**config.mk**
```make
export PLATFORM = sky130hd
export DESIGN_NAME = mips_regfile_scoreboard
export DESIGN_NICKNAME = d
export VERILOG_FILES = /design/src/rtl/mips_regfile_scoreboard.sv
export SDC_FILE = /design/constraint.sdc
export NUM_CORES = 2
export LEC_CHECK = 0
export CAP_MARGIN = 20
export CORE_MARGIN = 8
export CORE_UTILIZATION = 33
export CTS_CLUSTER_DIAMETER = 40
export DETAILED_ROUTE_END_ITERATION = 16
export PLACE_DENSITY = 0.58
export RECOVER_POWER = 25
export REMOVE_ABC_BUFFERS = 1
export SLEW_MARGIN = 20
export SYNTH_ARGS = -nofsm -noshare
export SYNTH_HDL_FRONTEND = slang
export SYNTH_SLANG_ARGS = --single-unit
export TNS_END_PERCENT = 30
```
**constraint.sdc**
```tcl
create_clock -name clk -period 2.8 [get_ports clk]
set_input_delay 0.28 -clock clk [delete_from_list [all_inputs] [get_ports clk]]
set_output_delay 0.28 -clock clk [all_outputs]
set_load 0.005 [all_outputs]
```
**src/rtl/mips_regfile_scoreboard.sv**
```systemverilog
// MIPS general-purpose register file with a per-register pending-write scoreboard.
// Combinational reads with optional writeback forwarding; r0 hardwired to zero.
module mips_regfile_scoreboard #(
    parameter int unsigned DATA_W   = 32,
    parameter int unsigned NUM_REGS = 32,
    parameter int unsigned NUM_RD   = 2,
    parameter int unsigned PEND_MAX = 3,
    parameter int unsigned BYPASS   = 1,
    localparam int unsigned AW      = $clog2(NUM_REGS),
    localparam int unsigned CW      = $clog2(PEND_MAX + 1)
) (
    input  logic                     clk,
    input  logic                     reset,
    input  logic [NUM_RD*AW-1:0]     rd_addr,
    output logic [NUM_RD*DATA_W-1:0] rd_data,
    output logic [NUM_RD-1:0]        rd_busy,
    input  logic                     wb_en,
    input  logic [AW-1:0]            wb_addr,
    input  logic [DATA_W-1:0]        wb_data,
    input  logic                     iss_en,
    input  logic [AW-1:0]            iss_addr,
    output logic                     iss_ready,
    output logic                     stall,
    output logic                     wb_err
);

    logic [DATA_W-1:0] regs_q [NUM_REGS];
    logic [CW-1:0]     cnt_q  [NUM_REGS];
    logic [CW-1:0]     cnt_d  [NUM_REGS];
    logic              wb_err_q;

    logic wb_nz, wb_cnt_zero, wb_dec, iss_acc;

    assign wb_nz       = wb_en && (wb_addr != '0);
    assign wb_cnt_zero = (cnt_q[wb_addr] == '0);
    assign wb_dec      = wb_nz && !wb_cnt_zero;

    // A retiring writeback frees a slot for an issue to the same register this cycle.
    assign iss_ready = (cnt_q[iss_addr] != CW'(PEND_MAX)) || (wb_dec && (wb_addr == iss_addr));
    assign iss_acc   = iss_en && iss_ready && (iss_addr != '0);

    always_comb begin
        for (int unsigned r = 0; r < NUM_REGS; r++) begin
            logic inc, dec;
            inc      = iss_acc && (iss_addr == AW'(r));
            dec      = wb_dec && (wb_addr == AW'(r));
            cnt_d[r] = cnt_q[r];
            if (inc && !dec) begin
                cnt_d[r] = cnt_q[r] + CW'(1);
            end else if (dec && !inc) begin
                cnt_d[r] = cnt_q[r] - CW'(1);
            end
        end
    end

    always_ff @(posedge clk) begin
        if (reset) begin
            for (int unsigned r = 0; r < NUM_REGS; r++) begin
                regs_q[r] <= '0;
                cnt_q[r]  <= '0;
            end
            wb_err_q <= 1'b0;
        end else begin
            if (wb_nz) begin
                regs_q[wb_addr] <= wb_data;
            end
            for (int unsigned r = 0; r < NUM_REGS; r++) begin
                cnt_q[r] <= cnt_d[r];
            end
            // Writeback with nothing outstanding: keep the data, flag the bookkeeping slip.
            if (wb_nz && wb_cnt_zero) begin
                wb_err_q <= 1'b1;
            end
        end
    end

    assign wb_err = wb_err_q;

    for (genvar i = 0; i < NUM_RD; i++) begin : g_rd
        logic [AW-1:0] a;
        logic          hit, fwd;

        assign a   = rd_addr[i*AW +: AW];
        assign hit = (BYPASS != 0) && wb_en && (wb_addr == a);
        // Forwarding only clears the hazard when this writeback is the last one pending.
        assign fwd = hit && (cnt_q[a] == CW'(1));

        assign rd_data[i*DATA_W +: DATA_W] = (a == '0) ? '0 : (hit ? wb_data : regs_q[a]);
        assign rd_busy[i]                  = (cnt_q[a] != '0) && !fwd;
    end

    assign stall = |rd_busy;

endmodule

```
==> run_results.csv <==
group,metric,value,unit
clock_tree,cts_htree_levels,4,
sta,slew_headroom,-17.92,%
grt,grt_pass1_vias,42860,
grt,grt_use_total,23.07,%
worst_hold_path,whs_path_depth,2,
worst_setup_path,cp_data_arrival_time,3.68,ns
worst_setup_path,cp_cell_sequence,"dlygate4sd3_1 > clkbuf_1 > clkbuf_2 > or2_2 > buf_12",
sta,slew_violations,19,
logic_synthesis,yosysMostFrequentCell,"edfxtp_1",
logic_synthesis,synth_largest_area_cell,"edfxtp_1",
drt,drt_iter0_drc,5941,
floorplanning,rows,157,
logic_synthesis,postSynth.asyncResetShare,0,%
drt,vias,42350,
worst_setup_path,slowest_stage,"clkbuf_1",
layout,syn2layout_area_growth,27.64,%
logic_synthesis,syn_avg_cell_area,14.56,um2
worst_setup_path,slowest_delay,1.26,ns
pwr,irDropWorstVdd,0.4842,mV
sta,rsz0062_at_grt,"yes",
worst_hold_path,min_to,"regs_q[1][20]",
logic_synthesis,synth_seq_cells,1089,
sta,worst_slack,-0.4042,ns
grt,gr-total-overflow,0,
drt,totalWireLength,235400,um
layout,fillers,16390,
clock_tree,cts_buffer_depth,3,
layout,finish.instance_area,77720,um2
drt,vias_per_cell,5.779,
drt,remaining_drc_errors,0,
flow_run,max-cap-violations,1,
floorplanning,start_util,33.22,%
clock_tree,clock_latency,0.80,ns
logic_synthesis,yosysSeqAreaShare,52.63,%
sta,min_period_over_period,114.4,%
logic_synthesis,synth_ff_type,"edfxtp_1",
place,portBuffers,124,
drt,wire_per_inst,32.12,um
worst_setup_path,cp_max_fo,30,
worst_setup_path,r2r-end,"cnt_q[1][1]",
logic_synthesis,synthDistinctLibCells,62,
grt,grt_max_degree,85,
layout,instances_no_fill,7328,
logic_synthesis,netlist_area,60890,um2
clock_tree,root_buffer,"clkbuf_16",
worst_setup_path,path_class,"in2reg",
grt,antenna_found_initial,18,
place,dp_cells,7014,
worst_setup_path,worst_setup_path_start_kind,"input pin",
drt,drtPass1Iterations,6,
sta,period_needed,3.204,ns
place,placed_area,70590,um2
floorplanning,die_h,445.6,um
sta,hold_violations,0,
layout,drive_above_1_share,40.17,%
status,violations,"capacitance limit, slew limit, setup timing",
pwr,p_leak,27.51,nW
sta,fmax,312.1,MHz
clock_tree,cts.sinks,1089,
floorplanning,core,183300,um2
worst_setup_path,rrSetupSlack,-0.12,ns
floorplanning,io_pins,125,
floorplanning,die_x,445.6,um
pwr,powerDensity,612.3,nW/um2
logic_synthesis,synth_commonest_cells,"edfxtp_1, and2_1, mux4_2, clkbuf_1, nor2_1",
worst_setup_path,worst_r2r_path_depth,12,
sta,fin_skew,0.03714,ns
place,dp_hpwl,158800,um
layout,final_nets,4803,
drt,ant_nets,0,
logic_synthesis,synth_edf_count,1024,
logic_synthesis,netlist.area_leader.share,50.50,%
worst_setup_path,required,3.28,ns
layout,regArea,32090,um2
worst_hold_path,hold_class,"in2reg",
logic_synthesis,synth.area.top_cells,"edfxtp_1, mux4_2, and2_1, dfxtp_1, mux2i_1",
logic_synthesis,syn_inst,4181,
worst_setup_path,r2r-start,"cnt_q[9][0]",
clock_tree,clkTransAtPathRegs,0.05,ns
logic_synthesis,yosysWarnings,0,
status,status,"finished, violations left",
sta,setup_viol,1761,
place,gp_congestion,0.9044,
floorplanning,die-area,198500,um2
worst_hold_path,hold_start,"wb_data[20]",
layout,multi_input_comb_area,28550,um2
worst_setup_path,end_kind,"register",
sta,tightest_slew,1.769,ns
clock_tree,cts_buffers,172,
clock_tree,tritoncts,"done",
grt,grt_pass1_wl,328800,um
## worst max-delay path by stage
stage,startpoint,end,slack [ns],depth (start not counted)
after floorplan,cnt_q[11][0],cnt_q[10][1],-0.51,8
final,reset,regs_q[20][18],-0.40,5
after global routing,cnt_q[22][0],stall,-0.36,7
after CTS,cnt_q[22][0],stall,-0.35,7
after detailed placement,wb_addr[3],rd_data[12],-0.83,11
after global placement,wb_addr[3],rd_data[12],-0.83,11
## through the flow
step | setup WS [ns] | TNS, ns | hold slack (ns) | power, mW | util, %
3_5_place_dp | -0.8316 | -135.19 | 0.4713 | 25.62 | 38.52
6_report | -0.4042 | -274.00 | 0.2124 | 47.59 | 42.41
3_3_place_gp | -0.8289 | -121.45 | 0.4691 | 25.57 | 38.52
4_1_cts | -0.3455 | -16.63 | 0.1548 | 47.65 | 42.21
2_1_floorplan | -0.5087 | -22.67 | 0.3491 | 21.85 | -
5_1_grt | -0.3640 | -228.61 | 0.1830 | 48.75 | 42.40
## cells by family after synthesis
group	count (synthesis)	synth area share (%)
XOR/XNOR	77	1.108
buffers and inverters	451	3.546
adder cells (fa/ha/maj)	31	0.6370
other	1	0.006158
multiplexers	735	24.26
AND/OR/NAND/NOR	1452	13.94
flip-flops	1089	52.63
AO/OA/AOI/OAI	345	3.865
## state kept, by name (all words and copies together) (netlist names)
name    flops
cnt_q      64
regs_q   1024
wb_err      1
## power breakdown
group	internal, mW	leakage [nW]	switching (mW)
Clock	13.4	2.86	8.54
Sequential	18.7	10.3	0.461
Combinational	3.06	14.4	3.41
Total	35.2	27.5	12.4
## critical path, delay by kind of cell
family,cells,cell delay (ns)
simple gates,1,0.43
buf+inv,4,2.90
## layout by cell type, fill, tap and decap left out, types with 55 or more instances in the layout
cell type	instances
mux4_2	589
nor2_1	100
and2_1	1000
nand2_1	61
buf_12	167
a21oi_1	55
mux2i_1	103
clkbuf_16	174
edfxtp_1	1024
xor2_1	67
buf_4	449
## routing by layer
| layer | track usage, % | part of all wire, % | vias up |
|---|---|---|---|
| met1 | 30.44 | 39 | 22060 |
| met5 | 0 | 0 | - |
| li1 | - | - | 17220 |
| met2 | 37.19 | 47 | 2546 |
| met3 | 4.646 | 9.6 | 524 |
| met4 | 9.737 | 4.7 | 0 |
## area by class of cell
cell class                 count  area share, %
multi-input combinational   2672          36.73
inverter                       7        0.03703
sequential                  1089          41.29
clock inverter               129          1.935
timing repair buffer         774          10.36
clock buffer                 188          5.668
tap                         2464          3.967
antenna                        5        0.01610
## repair_timing
action / CTS / global route
hold buffers: 1 / 0
hold endpoints to repair: 6 / 0
pin swaps: 104 / 91
gates cloned: 0 / 1
endpoints found under the setup margin: 103 / 129
setup buffers: 12 / 6
gates resized for setup: 447 / 163
Power figures use the tool's default switching activity.
